--- config.mk ---
export PLATFORM = sky130hd
export DESIGN_NAME = logic_op_serializer
export DESIGN_NICKNAME = d
export VERILOG_FILES = /design/src/rtl/logic_op_serializer_pkg.sv /design/src/rtl/logic_op_serializer_bitsel.sv /design/src/rtl/logic_op_serializer.sv
export SDC_FILE = /design/constraint.sdc
export NUM_CORES = 1
export LEC_CHECK = 0
export ABC_AREA = 1
export CAP_MARGIN = 20
export CORE_MARGIN = 2
export CORE_UTILIZATION = 25
export CTS_BUF_LIST = sky130_fd_sc_hd__clkbuf_8
export DETAILED_ROUTE_END_ITERATION = 8
export HOLD_SLACK_MARGIN = 0.05
export SYNTH_ARGS = -nofsm -noshare
export SYNTH_HDL_FRONTEND = slang
export SYNTH_SLANG_ARGS = --single-unit
--- constraint.sdc ---
create_clock -name clk -period 1.3 [get_ports clk]
set_input_delay 0.39 -clock clk [delete_from_list [all_inputs] [get_ports clk]]
set_output_delay 0.39 -clock clk [all_outputs]
set_load 0.005 [all_outputs]
--- src/rtl/logic_op_serializer_pkg.sv ---
// Shared types and constants for the OR/NOR mux operand serializer.
package logic_op_serializer_pkg;

    typedef enum logic [1:0] {
        IDLE  = 2'd0,
        SHIFT = 2'd1,
        DONE  = 2'd2
    } state_t;

    localparam logic MODE_NOR = 1'b0;
    localparam logic MODE_OR  = 1'b1;

    localparam int DEFAULT_WIDTH = 4;

endpackage

--- src/rtl/logic_op_serializer_bitsel.sv ---
// WIDTH-to-1 bit selector; forces 0 when disabled so the mux inputs idle low.
module logic_op_bitsel #(
    parameter int WIDTH = 4,
    parameter int CNT_W = 3
) (
    input  logic [WIDTH-1:0] word,
    input  logic [CNT_W-1:0] idx,
    input  logic             en,
    output logic             bit_out
);

    // One-hot compare select; an out-of-range index yields 0 rather than X
    always_comb begin
        bit_out = 1'b0;
        for (int i = 0; i < WIDTH; i++) begin
            bit_out = bit_out | (word[i] & en & (idx == CNT_W'(i)));
        end
    end

endmodule

--- src/rtl/logic_op_serializer.sv ---
// Latches two operand words and a mode, streams them LSB-first into the
// OR/NOR mux, and assembles the returned bits into a handshaked result word.
module logic_op_serializer
    import logic_op_serializer_pkg::*;
#(
    parameter int WIDTH = DEFAULT_WIDTH,
    parameter int CNT_W = 3
) (
    input  logic             clk,
    input  logic             reset,
    input  logic             start,
    input  logic [WIDTH-1:0] a,
    input  logic [WIDTH-1:0] b,
    input  logic             mode,
    output logic             mux_x,
    output logic             mux_y,
    output logic             mux_sel,
    input  logic             mux_s,
    output logic             busy,
    output logic [WIDTH-1:0] result,
    output logic             result_valid,
    input  logic             result_ack
);

    state_t           state_r, state_nxt_s;
    logic [CNT_W-1:0] idx_r, idx_nxt_s;
    logic [WIDTH-1:0] a_r, a_nxt_s;
    logic [WIDTH-1:0] b_r, b_nxt_s;
    logic [WIDTH-1:0] result_r, result_nxt_s;
    logic             mode_r, mode_nxt_s;
    logic             result_valid_r, result_valid_nxt_s;
    logic             shift_s;
    logic             bit_a_s, bit_b_s;

    assign shift_s = (state_r == SHIFT);

    logic_op_bitsel #(.WIDTH(WIDTH), .CNT_W(CNT_W)) u_bitsel_a (
        .word    (a_r),
        .idx     (idx_r),
        .en      (shift_s),
        .bit_out (bit_a_s)
    );

    logic_op_bitsel #(.WIDTH(WIDTH), .CNT_W(CNT_W)) u_bitsel_b (
        .word    (b_r),
        .idx     (idx_r),
        .en      (shift_s),
        .bit_out (bit_b_s)
    );

    assign mux_x        = bit_a_s;
    assign mux_y        = bit_b_s;
    assign mux_sel      = shift_s & mode_r;
    assign busy         = (state_r != IDLE);
    assign result       = result_r;
    assign result_valid = result_valid_r;

    // Next-state and datapath update for the IDLE/SHIFT/DONE sequencer
    always_comb begin
        state_nxt_s        = state_r;
        idx_nxt_s          = idx_r;
        a_nxt_s            = a_r;
        b_nxt_s            = b_r;
        mode_nxt_s         = mode_r;
        result_nxt_s       = result_r;
        result_valid_nxt_s = result_valid_r;
        case (state_r)
            IDLE: begin
                if (start) begin
                    state_nxt_s  = SHIFT;
                    a_nxt_s      = a;
                    b_nxt_s      = b;
                    mode_nxt_s   = mode;
                    result_nxt_s = {WIDTH{1'b0}};
                    idx_nxt_s    = {CNT_W{1'b0}};
                end else begin
                    state_nxt_s = IDLE;
                end
            end
            SHIFT: begin
                for (int i = 0; i < WIDTH; i++) begin
                    result_nxt_s[i] = (idx_r == CNT_W'(i)) ? mux_s : result_r[i];
                end
                if (idx_r == CNT_W'(WIDTH - 1)) begin
                    state_nxt_s        = DONE;
                    result_valid_nxt_s = 1'b1;
                    idx_nxt_s          = {CNT_W{1'b0}};
                end else begin
                    idx_nxt_s = idx_r + CNT_W'(1);
                end
            end
            DONE: begin
                // A concurrent start is deliberately dropped; only the ack is honoured
                if (result_ack) begin
                    state_nxt_s        = IDLE;
                    result_valid_nxt_s = 1'b0;
                end else begin
                    state_nxt_s = DONE;
                end
            end
            default: begin
                state_nxt_s        = IDLE;
                idx_nxt_s          = {CNT_W{1'b0}};
                result_valid_nxt_s = 1'b0;
            end
        endcase
    end

    // State and datapath registers with synchronous active-high reset
    always_ff @(posedge clk) begin
        if (reset) begin
            state_r        <= IDLE;
            idx_r          <= {CNT_W{1'b0}};
            a_r            <= {WIDTH{1'b0}};
            b_r            <= {WIDTH{1'b0}};
            mode_r         <= MODE_NOR;
            result_r       <= {WIDTH{1'b0}};
            result_valid_r <= 1'b0;
        end else begin
            state_r        <= state_nxt_s;
            idx_r          <= idx_nxt_s;
            a_r            <= a_nxt_s;
            b_r            <= b_nxt_s;
            mode_r         <= mode_nxt_s;
            result_r       <= result_nxt_s;
            result_valid_r <= result_valid_nxt_s;
        end
    end

endmodule

==> results of run 1 <==
cell usage in the layout (no fill, tap or decap):
cell type        netlist  layout
ha_2                   0       1
nand3_1                8       6
inv_2                  4       4
buf_4                  1      13
nor2_4                 0       4
nor2_2                 2       1
o21ai_2                8       8
nand2_4                2       5
a21oi_1                8       8
nor2_1                19      16
nand2_2                1       2
buf_6                  2      10
dfxtp_4                0       2
inv_1                 10       7
o21ai_0                3       3
buf_12                 0       2
ha_4                   0       2
nand4_1                6       6
a211oi_2               1       2
nand2_1               26      22
clkdlybuf4s50_1        0      13
clkbuf_8               0       3
dlygate4sd2_1          0       5
inv_4                  0       4
ha_1                   4       1
dfxtp_2                0       4
nand3_2                0       2
dfxtp_1               19      13
buf_2                  1       4
area by class of cell:
class / count / share of cell area (%)
multi-input combinational: 89 / 36.5
clock buffer: 3 / 2.61
tap: 48 / 3.79
clock inverter: 1 / 0.237
sequential: 19 / 24.8
timing repair buffer: 47 / 28.1
inverter: 14 / 3.95
where the power goes:
group	internal, mW	leakage [nW]	total (mW)	switching [mW]
logic	0.266	0.505	0.508	0.242
registers	0.631	0.159	0.667	0.0363
clock network	0.210	0.0269	0.413	0.203
critical path, cell delays in order (launching register included):
cell     delay [ns]
dfxtp_4        0.40
inv_4          0.05
ha_4           0.16
nand2_4        0.07
inv_4          0.04
nand3_2        0.06
nand4_1        0.08
buf_2          0.14
logic make-up after synthesis:
group                    count (synthesis)
AO/OA/AOI/OAI                           21
AND/OR/NAND/NOR                         64
flip-flops                              19
buffers and inverters                   18
adder cells (fa/ha/maj)                  4
repair_timing:
item                                    in CTS  in global routing
pin swaps                                    8                  7
resized for setup                           47                 17
endpoints found under the setup margin      19                 18
buffers inserted                             9                  7
per-layer routing:
metal / track usage [%] / vias to the layer above
met2: 23.7 / 20
li1: - / 499
met3: 2.57 / 6
met4: 7.55 / 0
met1: 14.4 / 456
met5: 0 / -
worst paths after layout:
| path | from | to | slack [ns] | cells after the start |
|---|---|---|---|---|
| worst max register to register | idx_r[0] | result[0] | -0.22 | 12 |
| worst min register to register | result[0] | result[0] | 0.46 | 2 |
| worst min-delay path | result[0] | result[0] | 0.46 | 2 |
| worst max-delay path | idx_r[0] | mux_x | -0.36 | 7 |
sequential cells by signal (all words and copies together) (netlist names):
signal / flops
a_r: 4
b_r: 4
result: 4
idx_r: 3
state_r: 2
mode_r: 1
result_valid: 1
metrics by stage:
step                std cells  hold WS [ns]  cell area [um^2]  setup TNS (ns)
floorplan                 126         0.429               958               0
global placement          207         0.438              1340           -4.31
detailed placement        207         0.443              1340           -4.49
CTS                       218         0.455              1500           -1.12
global route              221         0.480              1580           -1.50
finish                    221         0.459              1580           -1.21
cells in the mapped netlist:
master,number
o21ai_2,8
nand2_1,26
a21oi_1,8
ha_1,4
a211oi_2,1
nand2_2,1
nor2_1,19
inv_2,4
buf_2,1
dfxtp_1,19
a211oi_1,1
inv_1,10
o21ai_0,3
nand4_1,6
nor2_2,2
buf_6,2
nand2_4,2
buf_4,1
nand3_1,8
==> metrics.txt, run 1 <==
I/O Buffers 22; Worst Setup Slack, final -0.361 ns; critical path type reg2out; CTS tree built; DRC 0; post-synthesis simple-gate area fraction 30.3%; GRT Overall Usage 13.3%; Final Net Count 192; antenna violations before repair 0; post-DP HPWL 1.81 mm; Startpoint Class flop; failing checks negative setup slack; Required @ worst endpoint 0.91 ns; data arrival time of the critical path 1.27 ns; crit end category primary output; achievable frequency 0.602 GHz; combinational family with the most area after synthesis simple AND/OR/NAND/NOR gates; CTS Sinks 19; gp weighted congestion 0.814; PwrDens 1000 nW/um^2; Final Util 43.2%; clk_lat worst skew 0.26 ns; Vias 981; RSZ-0062 raised after global routing yes; Slew @ Worst Pin 0.249 ns; Max-Cap Viols 0; leading area contributor after synthesis dfxtp_1; Mapped Area 951 um^2; Cells after Synth 126; Metal-1 WL 1.06 mm; Place WS -0.558 ns; CTS Hold Bufs 0; root buffer cell clkbuf_8; multi-input logic area 578 um^2; drt via density 4.44; Synth top area share 40.0%; # rows 22; clk slew on worst S/H paths 0.07 ns; Post-Synth XOR/XNOR Area 0%; post-synthesis cell type count 19; antenna diode count 0; die area 4310 um^2; initial core utilization 26.0%; H-tree Lvls 1; crit path max fanout 5; DRT iter0 DRCs 27; Synth area leaders dfxtp_1 (40%), nand2_1 (10%), nor2_1 (7.5%); Slew headroom 83.4%; Synth Area in Compound Gates 15.3%; Seq/Total Area, Yosys 40.0%; Seq. cell area 393 um^2; syn_area_per_cell 7.55 um^2; vias in the first global route 1022; Worst VDD drop 0.000687 V; met3 wire length 88 um; Fill cells 382; Design Power 1.59 mW; Die H 65.7 um; Area growth, synth to finish 66.4%; layout cells sized above 1 42.2%; largest net degree at the start of global routing 11; drt pass-1 iters 4; period utilisation layout 128%; average wire per standard cell 12.0 um; first-pass GRT wire length 4.39 mm; Overflow after GRT 0; Tmin final 1.66 ns; Total Wirelength 2.66 mm; Core Box Area 3660 um^2; adder-cell area share of the yosys netlist 5.26%; syn_nets 144; mux cell area share after synthesis 0%; Max Slew Vio Count 0; Worst Hold Class reg2reg; DR WL met2 1.46 mm; #FFs+latches synth 19; outcome finished, violations left; Final Hold Fails 0; Max Used Layer met4; Ports 23; LEAKAGE 0.691 nW; Yosys warnings 0; chip width 65.7 um; worst clock skew 0.00117 ns; remaining antenna violation count 0; cts bufs inserted 3; # setup viols final 5; Max Buffers Root-to-Sink 2
No activity file was read; power rests on OpenSTA's default activity.
==> inputs of run 2 (changes only) <==
--- a/config.mk
+++ b/config.mk
@@ -15,3 +15,4 @@
 export SYNTH_ARGS = -nofsm -noshare
 export SYNTH_HDL_FRONTEND = slang
 export SYNTH_SLANG_ARGS = --single-unit
+export TNS_END_PERCENT = 20
==> run 2 against run 1 <==
Critical path depth unchanged. Count of clock-buffer cells in the layout unchanged. The flow still finishes with violations (negative setup slack). Non-clock buffer count is 3 lower. Final area shrank 3.3%.
==> metrics.txt, run 2 (synthesized netlist as in run 1, its figures left out) <==
Max Used Layer met4; antenna violations before repair 0; commonest non-fill, non-tap cells in the layout nand2_1 (22), nor2_1 (16), buf_4 (16); Slew @ Worst Pin 0.255 ns; Final Hold Fails 0; Worst VDD drop 0.000676 V; fin cells 218; met3 wire length 98 um; RR Endpoint result[0]; CP endpoint mux_x; Final Util 41.8%; Area growth, synth to finish 60.9%; chip width 65.7 um; Max Slew Vio Count 0; Die H 65.7 um; initial core utilization 26.0%; I/O Buffers 22; remaining antenna violation count 0; critical path type reg2out; achievable frequency 0.602 GHz; clk_lat worst skew 0.26 ns; reg2reg path depth 12; average wire per standard cell 11.5 um; Design Power 1.54 mW; crit end category primary output; Overflow after GRT 0; clk slew on worst S/H paths 0.07 ns; GRT Overall Usage 13.4%; CTS Sinks 19; Worst Hold Class reg2reg; layout cells sized above 1 40.0%; commonest non-fill, non-tap cell in the layout nand2_1; Tmin final 1.66 ns; Final TNS setup -1.12 ns; Core Box Area 3660 um^2; crit path max fanout 5; data arrival time of the critical path 1.27 ns; DRC 0; die area 4310 um^2; # rows 22; largest net degree at the start of global routing 11; DR WL met2 1.32 mm; drt pass-1 iters 3; Startpoint Class flop; Slew headroom 83.0%; Metal-1 WL 1.01 mm; Total Wirelength 2.50 mm; failing checks negative setup slack; vias in the first global route 1023; H-tree Lvls 1; Required @ worst endpoint 0.91 ns; gp weighted congestion 0.814; Vias 978; RSZ-0062 raised after global routing yes; post-DP HPWL 1.81 mm; drt via density 4.49; beginning of the critical path idx_r[0]; CTS tree built; # setup viols final 5; cts bufs inserted 3; Max Buffers Root-to-Sink 2; crit path max-delay cell type dfxtp_4; DRT iter0 DRCs 18; crit path cell chain inv_4 -> ha_4 -> nand2_4 -> inv_4 -> nand3_2 -> nand4_1 -> buf_2; R2R Path Start idx_r[0]; antenna diode count 0; PwrDens 1010 nW/um^2; Reg2Reg Setup Slack -0.25 ns; placed cells 207; Max-Cap Viols 0; Final Net Count 189; worst clock skew 0.000669 ns; Crit path top cell by count inv_4; LEAKAGE 0.681 nW; period utilisation layout 128%; Worst path max stage delay 0.40 ns; outcome finished, violations left; Ports 23; first-pass GRT wire length 4.42 mm; root buffer cell clkbuf_8; Worst Setup Slack, final -0.361 ns
==> run 2: through the flow <==
| stage | hold WS (ns) | worst slack [ns] | cell area [um^2] |
|---|---|---|---|
| 2_1_floorplan | 0.429 | 0.0174 | 958 |
| 3_3_place_gp | 0.438 | -0.519 | 1340 |
| 3_5_place_dp | 0.443 | -0.558 | 1340 |
| 4_1_cts | 0.455 | -0.353 | 1500 |
| 5_1_grt | 0.486 | -0.421 | 1530 |
| 6_report | 0.461 | -0.361 | 1530 |
==> run 2: critical path, delay by kind of cell (launching register included) <==
family | cells | cell delay (ns)
flops | 1 | 0.40
buf+inv | 3 | 0.23
simple gates | 3 | 0.22
fa+ha+maj | 1 | 0.16
==> run 2: worst min path at each step <==
stage                   start   endpoint  slack (ns)  cells after the start
CTS                    mode_r     mode_r        0.46                      2
global route        result[0]  result[0]        0.49                      2
detailed placement     mode_r     mode_r        0.44                      2
global placement       mode_r     mode_r        0.44                      2
floorplan              mode_r     mode_r        0.43                      2
finish              result[2]  result[2]        0.46                      2
==> run 2: what timing repair did <==
item | in CTS | in global routing
hold buffers | 0 | 0
buffers inserted | 8 | 0
pin swaps | 6 | 2
gates resized for setup | 43 | 11
setup endpoints to repair | 19 | 19
==> run 2: report_power, final <==
| part | internal, mW | leakage, nW | total, mW | switching [mW] |
|---|---|---|---|---|
| clock | 0.210 | 0.0269 | 0.409 | 0.199 |
| sequential | 0.630 | 0.159 | 0.665 | 0.0344 |
| combinational | 0.240 | 0.495 | 0.467 | 0.228 |
| total | 1.08 | 0.681 | 1.54 | 0.461 |
==> run 2: per-layer routing <==
metal,global-route usage [%],vias up
li1,-,492
met1,14.4,452
met2,24.1,24
met5,0,-
met4,7.55,0
met3,2.57,10
==> run 2: area by class of cell <==
cell class,count,area [um^2]
fillers,381,2130
multi-input cells,89,568
repair buffers,44,403
flip-flops and latches,19,392
inverters,14,62.6
well taps,48,60.1
clock buffers,3,41.3
clock inverters,1,3.75
==> inputs of run 3 (changes only) <==
--- a/config.mk
+++ b/config.mk
@@ -10,6 +10,7 @@
 export CORE_MARGIN = 2
 export CORE_UTILIZATION = 25
 export CTS_BUF_LIST = sky130_fd_sc_hd__clkbuf_8
+export CTS_CLUSTER_SIZE = 40
 export DETAILED_ROUTE_END_ITERATION = 8
 export HOLD_SLACK_MARGIN = 0.05
 export SYNTH_ARGS = -nofsm -noshare
==> results of run 3 <==
Same layout as run 2: the final DEF is identical, and so are final timing and power.
